File: src/rtl/id_stage_q.sv
// id_stage_q: decode stage for the LoongArch-32 subset with a QDEPTH-entry
// instruction queue in front of decode and a registered ID->EX payload.
// Conditional branches, b, bl and jirl are resolved when they issue; a taken
// branch discards every younger queued instruction.
//
// Ports
//   clk, rst                 single clock, synchronous active-high reset
//   if_to_id_valid/pc/inst   fetch push into the queue
//   o_id_ready               queue has a free entry this cycle
//   rf_raddr1/2, rf_rdata1/2 register-file reads for the head instruction
//   idu_nready_go            hazard unit holds the head instruction
//   ex_flush                 clears the queue and the EX register
//   br_taken/br_target       head branch issues taken, redirect PC
//   br_stall                 head is a register-dependent branch on hold
//   i_ex_ready               EX accepts the EX register contents
//   id_to_ex_*               registered instruction handed to EX
module id_stage_q #(
  parameter int QDEPTH   = 4,
  parameter int ALU_OP_W = 22
) (
  input  logic                clk,
  input  logic                rst,
  input  logic                if_to_id_valid,
  input  logic [31:0]         if_to_id_pc,
  input  logic [31:0]         if_to_id_inst,
  output logic                o_id_ready,
  output logic [4:0]          rf_raddr1,
  output logic [4:0]          rf_raddr2,
  input  logic [31:0]         rf_rdata1,
  input  logic [31:0]         rf_rdata2,
  input  logic                idu_nready_go,
  input  logic                ex_flush,
  output logic                br_taken,
  output logic [31:0]         br_target,
  output logic                br_stall,
  input  logic                i_ex_ready,
  output logic                id_to_ex_valid,
  output logic [31:0]         id_to_ex_pc,
  output logic [31:0]         id_to_ex_inst,
  output logic [31:0]         id_to_ex_src1,
  output logic [31:0]         id_to_ex_src2,
  output logic [ALU_OP_W-1:0] id_to_ex_alu_op,
  output logic [4:0]          id_to_ex_rf_waddr
);

  localparam int AW = $clog2(QDEPTH);
  localparam logic [AW:0] DEPTH_CNT = (AW+1)'(QDEPTH);

  logic [31:0]   pc_mem   [QDEPTH];
  logic [31:0]   inst_mem [QDEPTH];
  logic [AW-1:0] rd_ptr, wr_ptr;
  logic [AW:0]   count;

  logic        head_valid, issue, enq;
  logic [31:0] pc, inst;

  assign head_valid = (count != '0);
  assign o_id_ready = (count < DEPTH_CNT);
  assign issue = head_valid & ~idu_nready_go & (~id_to_ex_valid | i_ex_ready) & ~ex_flush;
  assign enq   = if_to_id_valid & o_id_ready & ~br_taken & ~ex_flush;

  // The head is forced to zero when empty so every decode output idles at 0.
  assign pc   = head_valid ? pc_mem[rd_ptr]   : 32'd0;
  assign inst = head_valid ? inst_mem[rd_ptr] : 32'd0;

  logic [4:0] rd, rj, rk;
  assign rd = inst[4:0];
  assign rj = inst[9:5];
  assign rk = inst[14:10];

  logic i_add, i_sub, i_slt, i_sltu, i_nor, i_and, i_or, i_xor, i_sll, i_srl, i_sra;
  logic i_mul, i_mulh, i_mulhu, i_div, i_mod, i_divu, i_modu;
  logic i_slli, i_srli, i_srai, i_slti, i_sltui, i_addi, i_andi, i_ori, i_xori;
  logic i_ld, i_st, i_lu12i, i_pcaddu, i_jirl, i_b, i_bl;
  logic i_beq, i_bne, i_blt, i_bge, i_bltu, i_bgeu;

  assign i_add    = inst[31:15] == 17'h00020;
  assign i_sub    = inst[31:15] == 17'h00022;
  assign i_slt    = inst[31:15] == 17'h00024;
  assign i_sltu   = inst[31:15] == 17'h00025;
  assign i_nor    = inst[31:15] == 17'h00028;
  assign i_and    = inst[31:15] == 17'h00029;
  assign i_or     = inst[31:15] == 17'h0002a;
  assign i_xor    = inst[31:15] == 17'h0002b;
  assign i_sll    = inst[31:15] == 17'h0002e;
  assign i_srl    = inst[31:15] == 17'h0002f;
  assign i_sra    = inst[31:15] == 17'h00030;
  assign i_mul    = inst[31:15] == 17'h00038;
  assign i_mulh   = inst[31:15] == 17'h00039;
  assign i_mulhu  = inst[31:15] == 17'h0003a;
  assign i_div    = inst[31:15] == 17'h00040;
  assign i_mod    = inst[31:15] == 17'h00041;
  assign i_divu   = inst[31:15] == 17'h00042;
  assign i_modu   = inst[31:15] == 17'h00043;
  assign i_slli   = inst[31:15] == 17'h00081;
  assign i_srli   = inst[31:15] == 17'h00089;
  assign i_srai   = inst[31:15] == 17'h00091;
  assign i_slti   = inst[31:22] == 10'h008;
  assign i_sltui  = inst[31:22] == 10'h009;
  assign i_addi   = inst[31:22] == 10'h00a;
  assign i_andi   = inst[31:22] == 10'h00d;
  assign i_ori    = inst[31:22] == 10'h00e;
  assign i_xori   = inst[31:22] == 10'h00f;
  assign i_ld     = inst[31:22] == 10'h0a2;
  assign i_st     = inst[31:22] == 10'h0a6;
  assign i_lu12i  = inst[31:25] == 7'h0a;
  assign i_pcaddu = inst[31:25] == 7'h0e;
  assign i_jirl   = inst[31:26] == 6'h13;
  assign i_b      = inst[31:26] == 6'h14;
  assign i_bl     = inst[31:26] == 6'h15;
  assign i_beq    = inst[31:26] == 6'h16;
  assign i_bne    = inst[31:26] == 6'h17;
  assign i_blt    = inst[31:26] == 6'h18;
  assign i_bge    = inst[31:26] == 6'h19;
  assign i_bltu   = inst[31:26] == 6'h1a;
  assign i_bgeu   = inst[31:26] == 6'h1b;

  logic is_cbr, shift_imm, logic_imm, no_rk, use_imm, use_pc, gr_we;
  assign is_cbr    = i_beq | i_bne | i_blt | i_bge | i_bltu | i_bgeu;
  assign shift_imm = i_slli | i_srli | i_srai;
  assign logic_imm = i_andi | i_ori | i_xori;
  // Forms with no second register operand read address 0 on port 2.
  assign no_rk   = shift_imm | logic_imm | i_slti | i_sltui | i_addi | i_ld |
                   i_lu12i | i_pcaddu | i_jirl | i_b | i_bl;
  assign use_imm = no_rk | i_st;
  assign use_pc  = i_jirl | i_bl | i_pcaddu;

  assign rf_raddr1 = rj;
  assign rf_raddr2 = (is_cbr | i_st) ? rd : (no_rk ? 5'd0 : rk);

  logic [31:0] imm, src1, src2;
  logic [4:0]  dest;
  always_comb begin
    imm = {{20{inst[21]}}, inst[21:10]};
    if (shift_imm)               imm = {27'd0, inst[14:10]};
    else if (logic_imm)          imm = {20'd0, inst[21:10]};
    else if (i_lu12i | i_pcaddu) imm = {inst[24:5], 12'd0};
    else if (i_jirl | i_bl)      imm = 32'd4;
  end
  assign src1 = use_pc ? pc : rf_rdata1;
  assign src2 = use_imm ? imm : rf_rdata2;
  assign dest = i_bl ? 5'd1 : rd;
  assign gr_we = (dest != 5'd0) & ~i_st & ~is_cbr & ~i_b;

  logic [21:0] alu_op;
  assign alu_op = {i_modu, i_mod, i_divu, i_div, i_mulhu, i_mulh, i_mul, i_ld,
                   gr_we, i_st, i_lu12i, i_sra | i_srai, i_srl | i_srli,
                   i_sll | i_slli, i_xor | i_xori, i_or | i_ori, i_nor,
                   i_and | i_andi, i_sltu | i_sltui, i_slt | i_slti, i_sub,
                   i_add | i_addi | i_ld | i_st | i_jirl | i_bl | i_pcaddu};

  logic eq, lt, ltu, br_cond;
  assign eq  = rf_rdata1 == rf_rdata2;
  assign lt  = $signed(rf_rdata1) < $signed(rf_rdata2);
  assign ltu = rf_rdata1 < rf_rdata2;
  assign br_cond = i_b | i_bl | i_jirl | (i_beq & eq) | (i_bne & ~eq) |
                   (i_blt & lt) | (i_bge & ~lt) | (i_bltu & ltu) | (i_bgeu & ~ltu);
  assign br_taken = issue & br_cond;
  assign br_stall = head_valid & idu_nready_go & (is_cbr | i_jirl);

  always_comb begin
    br_target = pc + {{14{inst[25]}}, inst[25:10], 2'b00};
    if (i_b | i_bl)  br_target = pc + {{4{inst[9]}}, inst[9:0], inst[25:10], 2'b00};
    else if (i_jirl) br_target = rf_rdata1 + {{14{inst[25]}}, inst[25:10], 2'b00};
  end

  // Queue storage carries no reset; count alone decides which entries are live.
  always_ff @(posedge clk) begin
    if (enq) begin
      pc_mem[wr_ptr]   <= if_to_id_pc;
      inst_mem[wr_ptr] <= if_to_id_inst;
    end
  end

  // A taken branch empties the queue; the branch itself has already been
  // captured into the EX register this same cycle.
  always_ff @(posedge clk) begin
    if (rst || ex_flush || br_taken) begin
      count  <= '0;
      rd_ptr <= '0;
      wr_ptr <= '0;
    end else begin
      if (enq)   wr_ptr <= wr_ptr + AW'(1);
      if (issue) rd_ptr <= rd_ptr + AW'(1);
      count <= count + {{AW{1'b0}}, enq} - {{AW{1'b0}}, issue};
    end
  end

  always_ff @(posedge clk) begin
    if (rst) begin
      id_to_ex_valid    <= 1'b0;
      id_to_ex_pc       <= '0;
      id_to_ex_inst     <= '0;
      id_to_ex_src1     <= '0;
      id_to_ex_src2     <= '0;
      id_to_ex_alu_op   <= '0;
      id_to_ex_rf_waddr <= '0;
    end else if (ex_flush) begin
      id_to_ex_valid <= 1'b0;
    end else if (issue) begin
      id_to_ex_valid    <= 1'b1;
      id_to_ex_pc       <= pc;
      id_to_ex_inst     <= inst;
      id_to_ex_src1     <= src1;
      id_to_ex_src2     <= src2;
      id_to_ex_alu_op   <= ALU_OP_W'(alu_op);
      id_to_ex_rf_waddr <= dest;
    end else if (i_ex_ready) begin
      id_to_ex_valid <= 1'b0;
    end
  end

endmodule
File: config.mk
export PLATFORM = sky130hd
export DESIGN_NAME = id_stage_q
export DESIGN_NICKNAME = d
export VERILOG_FILES = /design/src/rtl/id_stage_q.sv
export SDC_FILE = /design/constraint.sdc
export NUM_CORES = 1
export LEC_CHECK = 0
export ABC_CLOCK_PERIOD_IN_PS = 21700
export CORE_MARGIN = 2
export CORE_UTILIZATION = 55
export DETAILED_ROUTE_END_ITERATION = 6
export PLACE_DENSITY = 0.86
export SLEW_MARGIN = 20
export SYNTH_ARGS = -nofsm -noshare
export SYNTH_HDL_FRONTEND = slang
export SYNTH_SLANG_ARGS = --single-unit
File: constraint.sdc
create_clock -name clk -period 21.7 [get_ports clk]
set_input_delay 5.425 -clock clk [delete_from_list [all_inputs] [get_ports clk]]
set_output_delay 5.425 -clock clk [all_outputs]
set_load 0.01 [all_outputs]
==> results.json, run 1 <==
{
  "drt_iter0_markers": 1643,
  "drive_gt1_frac": 0.09859,
  "peakVddDrop_v": 0.00008217,
  "fmax_mhz": 67.17,
  "finClkSkew_ps": 24.69,
  "internal-power_mw": 1.387,
  "multiInputGateArea_mm2": 0.009315,
  "wl_um": 71600,
  "post-place-ws_ps": 6847,
  "postCtsSetupBuffers": 0,
  "seq_area_mm2": 0.01100,
  "cts_buffer_depth": 3,
  "syn_inst": 1867,
  "syn_to_final_growth_pct": 24.99,
  "nFillCells": 2623,
  "synth.avg_cell_area_um2": 11.23,
  "synth_top_area_frac": 0.3665,
  "ys_types": 80,
  "synth-xor-area-share": 0.01963,
  "drtPass1Iterations": 7,
  "synth_warnings": 0,
  "routedWlPerCell_um": 26.29,
  "sw_frac_of_total": 0.2407,
  "worst-r2r-cell-count": 16,
  "status": "complete, but fails checks",
  "clock-root-buffer": "clkbuf_16",
  "min_from": "id_to_ex_src2[5]$_SDFFE_PP0P_",
  "crit_type": "in -> out",
  "path_clk_slew_ps": 60,
  "clock_latency_ps": 590,
  "setup_viol": 0,
  "period_minus_slack_ps": 14890,
  "violations": "design-rule violations",
  "slew_viol_final": 0,
  "die-width_um": 199.3,
  "grt_busiest_layer": "met2",
  "clock-sinks": 421,
  "synth-compound-area-share": 0.1256,
  "cts_hold_buf": 0,
  "gr-usage-met1": 0.4576,
  "gp_congestion": 1.029,
  "grt_use_met2": 0.5417,
  "async_flop_share": 0,
  "layout_common_cells": "clkdlybuf4s50_1 (333), edfxtp_1 (256), nand2_1 (217), a21oi_1 (170), dfxtp_1 (163)",
  "grt_max_degree": 93,
  "hold_slack_ps": 454.9,
  "track_usage": 0.3568,
  "crit_start": "rf_rdata1[2]",
  "grt_remaining_overflow": 0,
  "synth_top_family_by_area": "simple AND/OR/NAND/NOR gates",
  "power.density_mw_per_mm2": 69.71,
  "hold_viol": 0,
  "viasPerCell": 6.333,
  "tns_ps": 0,
  "grt_pass1_wl_um": 103300,
  "leakage_nw": 9.491,
  "cts-htree-levels": 2,
  "cp-end-kind": "output pin",
  "critPathRequiredTime_ps": 16270,
  "synth_top_area_cell": "edfxtp_1",
  "io_buffer_count": 334,
  "synthMuxAreaShare": 0.1051,
  "grt_use_met3": 0.08034,
  "clkPwrFrac": 0.420,
  "seqPwrFrac": 0.474,
  "ys.flop_type": "edfxtp_1",
  "regToRegSetupSlack_ps": 16380,
  "rsz0062_at_grt": "false",
  "synth_adder_area_share": 0.06014,
  "antenna_left": 0,
  "setup_slack_ps": 6813,
  "hold_path_class": "reg -> reg",
  "power_switching_mw": 0.4399,
  "die_height_um": 199.3,
  "antenna_found_initial": 11,
  "period_share": 0.6861,
  "final_nets": 2400,
  "worstSetupStartpointType": "primary input",
  "start_util": 0.5581,
  "max_slew_margin": 0.2641,
  "worstPathArrival_ps": 9460,
  "ys_seq_area_frac": 0.5240,
  "crit_fanout": 3,
  "synth-simple-area-share": 0.1326,
  "cts_buffers": 43,
  "die_area_mm2": 0.03971,
  "coreArea_mm2": 0.03758,
  "synth_edf_count": 256,
  "drcViolationCount": 2,
  "syn_area_mm2": 0.02097,
  "dp_hpwl_um": 51590,
  "reg2reg_to": "count[2]$_SDFF_PP0_",
  "tightest_slew_ps": 1104,
  "grt_pass1_vias": 16640,
  "synth-seq-cells": 421,
  "combPwrFrac": 0.106,
  "layout_commonest_cell": "clkdlybuf4s50_1",
  "maxCapViolations": 0,
  "cp-endpoint": "br_target[18]",
  "io_pins": 335,
  "num_vias": 17246,
  "tritoncts": "done",
  "synthTopCellsByArea": "edfxtp_1 (37%), dfxtp_1 (16%), mux4_2 (7.0%)",
  "rows": 71,
  "cts_resized": 0,
  "synthesis.nets": 2100
}
[Yosys cell counts, types with 6 or more instances]
cell type and number:
a21o_1 31, nor2_1 160, o21ai_0 50, mux2_2 31, a21oi_1 170, nor2b_1 19, xnor2_1 24, ha_1 96
or3_1 12, xor2_1 23, edfxtp_1 256, dfxtp_1 165, and3_1 8, a221o_1 22, buf_1 7, a211oi_1 50
nand3_1 25, a311oi_1 6, a31oi_1 9, clkbuf_1 71, nand2b_1 13, mux4_2 65, and2_1 46, a22oi_1 12
nand2_1 218, mux2i_1 39, nor3_1 26, o21ai_1 7, buf_2 11, inv_1 67, nand4_1 15
[logic make-up after synthesis]
group                    after synthesis
AO/OA/AOI/OAI                        414
flip-flops                           421
XOR/XNOR                              47
AND/OR/NAND/NOR                      584
adder cells (fa/ha/maj)               99
multiplexers                         135
buffers and inverters                167
[worst max-delay path: stages]
cell and delay (ps):
clkdlybuf4s50_1 450, mux2_2 280, ha_1 200, fa_1 430, a211oi_1 320, o211ai_1 220
and3_1 260, a41o_1 280, a21o_1 190, a21o_1 200, a21o_1 180, a21oi_1 160
xor2_1 90, o22ai_1 180, clkdlybuf4s50_1 590
[power groups by stage]
stage	logic [mW]	registers [mW]	clock network, mW
2_1_floorplan	0.0906	0.884	0
3_3_place_gp	0.184	0.882	0
3_5_place_dp	0.188	0.883	0
4_1_cts	0.190	0.866	0.771
5_1_grt	0.205	0.867	0.799
6_report	0.194	0.867	0.767
[cell type report]
cell class | count | area share
antenna | 11 | 0.001050
clock buffer | 61 | 0.04950
clock inverter | 18 | 0.007255
inverter | 68 | 0.009832
multi-input combinational | 1279 | 0.3554
sequential | 421 | 0.4195
tap | 511 | 0.02439
timing repair buffer | 354 | 0.1332
[state kept, by name, summed over array words and instances (netlist names), named ones only]
| register | cells |
|---|---|
| id_to_ex_src1 | 32 |
| rd_ptr | 2 |
| inst_mem | 128 |
| pc_mem | 128 |
| wr_ptr | 2 |
| id_to_ex_valid | 1 |
| id_to_ex_src2 | 32 |
| id_to_ex_inst | 32 |
| count | 3 |
| id_to_ex_rf_waddr | 5 |
| id_to_ex_pc | 32 |
| id_to_ex_alu_op | 22 |
[layer usage]
layer  share of wire  vias up
met5               0        -
met3            0.11      260
met2            0.44     1106
met4           0.075        0
li1                -     7539
met1            0.37     8341
[worst min-delay path by stage]
stage                               endpoint  slack (ps)  cells after the start
2_1_floorplan  id_to_ex_src2[6]$_SDFFE_PP0P_         470                      2
3_3_place_gp     id_to_ex_pc[6]$_SDFFE_PP0P_         440                      2
3_5_place_dp   id_to_ex_src2[5]$_SDFFE_PP0P_         450                      2
4_1_cts        id_to_ex_src2[5]$_SDFFE_PP0P_         450                      2
5_1_grt        id_to_ex_inst[0]$_SDFFE_PP0P_         480                      2
6_report       id_to_ex_src2[5]$_SDFFE_PP0P_         450                      2
[stage by stage]
stage | area, um2 | total power, mW | std cells | util
3_5_place_dp | 24700 | 1.071 | 2633 | 0.6573
5_1_grt | 26200 | 1.871 | 2718 | 0.6973
3_3_place_gp | 24700 | 1.067 | 2633 | 0.6573
4_1_cts | 26190 | 1.828 | 2712 | 0.6969
6_report | 26210 | 1.827 | 2723 | 0.6976
2_1_floorplan | 20970 | 0.9748 | 1867 | -
Note: power is estimated with default switching activity, not from simulation.
==> inputs of run 2 (changes only) <==
--- a/config.mk
+++ b/config.mk
@@ -5,11 +5,11 @@
 export SDC_FILE = /design/constraint.sdc
 export NUM_CORES = 1
 export LEC_CHECK = 0
-export ABC_CLOCK_PERIOD_IN_PS = 21700
+export ABC_CLOCK_PERIOD_IN_PS = 14800
 export CORE_MARGIN = 2
-export CORE_UTILIZATION = 55
+export CORE_UTILIZATION = 54
 export DETAILED_ROUTE_END_ITERATION = 6
-export PLACE_DENSITY = 0.86
+export PLACE_DENSITY = 0.84
 export SLEW_MARGIN = 20
 export SYNTH_ARGS = -nofsm -noshare
 export SYNTH_HDL_FRONTEND = slang
==> constraint.sdc (replaced) <==
create_clock -name clk -period 14.8 [get_ports clk]
set_input_delay 3.7 -clock clk [delete_from_list [all_inputs] [get_ports clk]]
set_output_delay 3.7 -clock clk [all_outputs]
set_load 0.01 [all_outputs]
==> run 2 against run 1 <==
Effect of this change:
- the flow still finishes with violations (design-rule violations)
- die area is 1.8% higher
- sequential power grew 46%
- clock skew is 5.1 ps higher
- via count fell by 2.5%
- highest routed layer unchanged
- cell area is 0.28% higher
- critical path depth is 3 lower
- total power grew 50%
- clock-buffer cell count shrank 7
- cell count grew 0.11%
- register-to-register slack got worse by 6200 ps
- clock power increased by 55%
- global-route usage shrank 0.70 points
- largest power group unchanged
==> results.json, run 2 (synthesized netlist as in run 1, its figures left out) <==
{
  "grt_max_degree": 102,
  "stdcell_count": 2726,
  "crit_type": "in -> out",
  "start_util": 0.5452,
  "crit_fanout": 4,
  "drtPass1Iterations": 7,
  "violations": "design-rule violations",
  "coreArea_mm2": 0.03847,
  "clock_latency_ps": 590,
  "track_usage": 0.3498,
  "cp-end-kind": "output pin",
  "setup_viol": 0,
  "fmax_mhz": 87.56,
  "period_share": 0.7716,
  "drt_iter0_markers": 1888,
  "wl_um": 71780,
  "grt_pass1_vias": 16394,
  "period_minus_slack_ps": 11420,
  "cp_cell_sequence": "clkdlybuf4s50_1 > mux2_2 > ha_1 > nand4b_1 > a21boi_0 > a41oi_1 > nor3_1 > o2111ai_1 > nand3b_1 > a211oi_1 > o31ai_1 > clkdlybuf4s50_1",
  "crit_path_top_delay_cell": "clkdlybuf4s50_1",
  "die_height_um": 201.1,
  "cpMostUsedCell": "clkdlybuf4s50_1",
  "die-width_um": 201.1,
  "drcViolationCount": 1,
  "cts_buffers": 44,
  "viasPerCell": 6.171,
  "peakVddDrop_v": 0.0001028,
  "tns_ps": 0,
  "postCtsSetupBuffers": 0,
  "num_vias": 16823,
  "io_buffer_count": 334,
  "rsz0062_at_grt": "false",
  "leakage_nw": 9.536,
  "cts_resized": 0,
  "critPathRequiredTime_ps": 11100,
  "antenna_found_initial": 4,
  "slew_viol_final": 0,
  "gp_congestion": 0.9670,
  "power.density_mw_per_mm2": 104.3,
  "crit_path_max_incr_delay_ps": 650,
  "io_pins": 335,
  "cts-htree-levels": 2,
  "clock-sinks": 421,
  "regToRegSetupSlack_ps": 10190,
  "cts_buffer_depth": 3,
  "tritoncts": "done",
  "layout_commonest_cell": "clkdlybuf4s50_1",
  "total_power_mw": 2.743,
  "status": "complete, but fails checks",
  "clock-root-buffer": "clkbuf_16",
  "grt_remaining_overflow": 0,
  "crit_family": "compound AO/OA/AOI/OAI gates",
  "hold_path_class": "reg -> reg",
  "final_nets": 2401,
  "hold_viol": 0,
  "die_area_mm2": 0.04043,
  "cts_hold_buf": 0,
  "drive_gt1_frac": 0.1003,
  "cp.buffers_inverters": 2,
  "path_clk_slew_ps": 60,
  "worstPathArrival_ps": 7720,
  "grt_pass1_wl_um": 105100,
  "largestRegisters": "inst_mem x128, pc_mem x128",
  "max_slew_margin": 0.2911,
  "dp_hpwl_um": 52280,
  "routedWlPerCell_um": 26.33,
  "tightest_slew_ps": 1063,
  "rows": 72,
  "layout_common_cells": "clkdlybuf4s50_1 (333), edfxtp_1 (256), nand2_1 (217), a21oi_1 (170), dfxtp_1 (163)",
  "finClkSkew_ps": 29.83,
  "antenna_left": 0,
  "placedCellCount": 2640,
  "worstSetupStartpointType": "primary input",
  "syn_to_final_growth_pct": 25.34,
  "maxCapViolations": 0
}
[run 2: cell types whose count changed in the layout (fill, tap and decap cells not counted), sizes merged]
cell      before  now
inv           71   72
clkinvlp       2    1
diode         11    4
bufinv         2    6
clkbuf        61   54
clkinv        11   17
[run 2: final timing paths]
path                                                     from                             end  cells past startpoint
worst max-delay path                             rf_rdata1[6]                   br_target[29]                     12
worst min-delay path            id_to_ex_inst[7]$_SDFFE_PP0P_   id_to_ex_inst[7]$_SDFFE_PP0P_                      2
worst max register to register                       register  id_to_ex_src2[19]$_SDFFE_PP0P_                      8
worst min register to register  id_to_ex_inst[7]$_SDFFE_PP0P_   id_to_ex_inst[7]$_SDFFE_PP0P_                      2
[run 2: final cells by class]
class / instances / area (um2)
diodes: 4 / 10.01
clock buffers: 54 / 1230
clock inverters: 28 / 337.8
fillers: 2806 / 12180
inverters: 68 / 257.7
multi-input cells: 1279 / 9314
flip-flops and latches: 421 / 11000
well taps: 518 / 648.1
repair buffers: 354 / 3495
[run 2: worst min-delay path, stage by stage (launching register included)]
cell and delay, ps:
dfxtp_1 310, nand2_1 50, a21oi_1 50
[run 2: through the flow]
step             util  hold WS, ps  area (um2)  setup WS [ps]
2_1_floorplan       -        471.5       20970           4700
3_3_place_gp   0.6423        442.9       24710           3462
3_5_place_dp   0.6423        446.5       24710           3414
4_1_cts        0.6830        454.1       26270           3406
5_1_grt        0.6833        464.1       26290           3184
6_report       0.6834        458.6       26290           3380
[run 2: routing by layer]
layer  routed length [um]  global-route usage
met1                28460              0.4699
met2                33180              0.5543
met3                 6433             0.05925
met4                 3700              0.1706
met5                    0                   0
[run 2: report_power, final]
group / leakage [nW] / switching (mW) / internal, mW
Clock: 0.775 / 0.484 / 0.703
Combinational: 5.10 / 0.165 / 0.121
Sequential: 3.66 / 0.00888 / 1.26
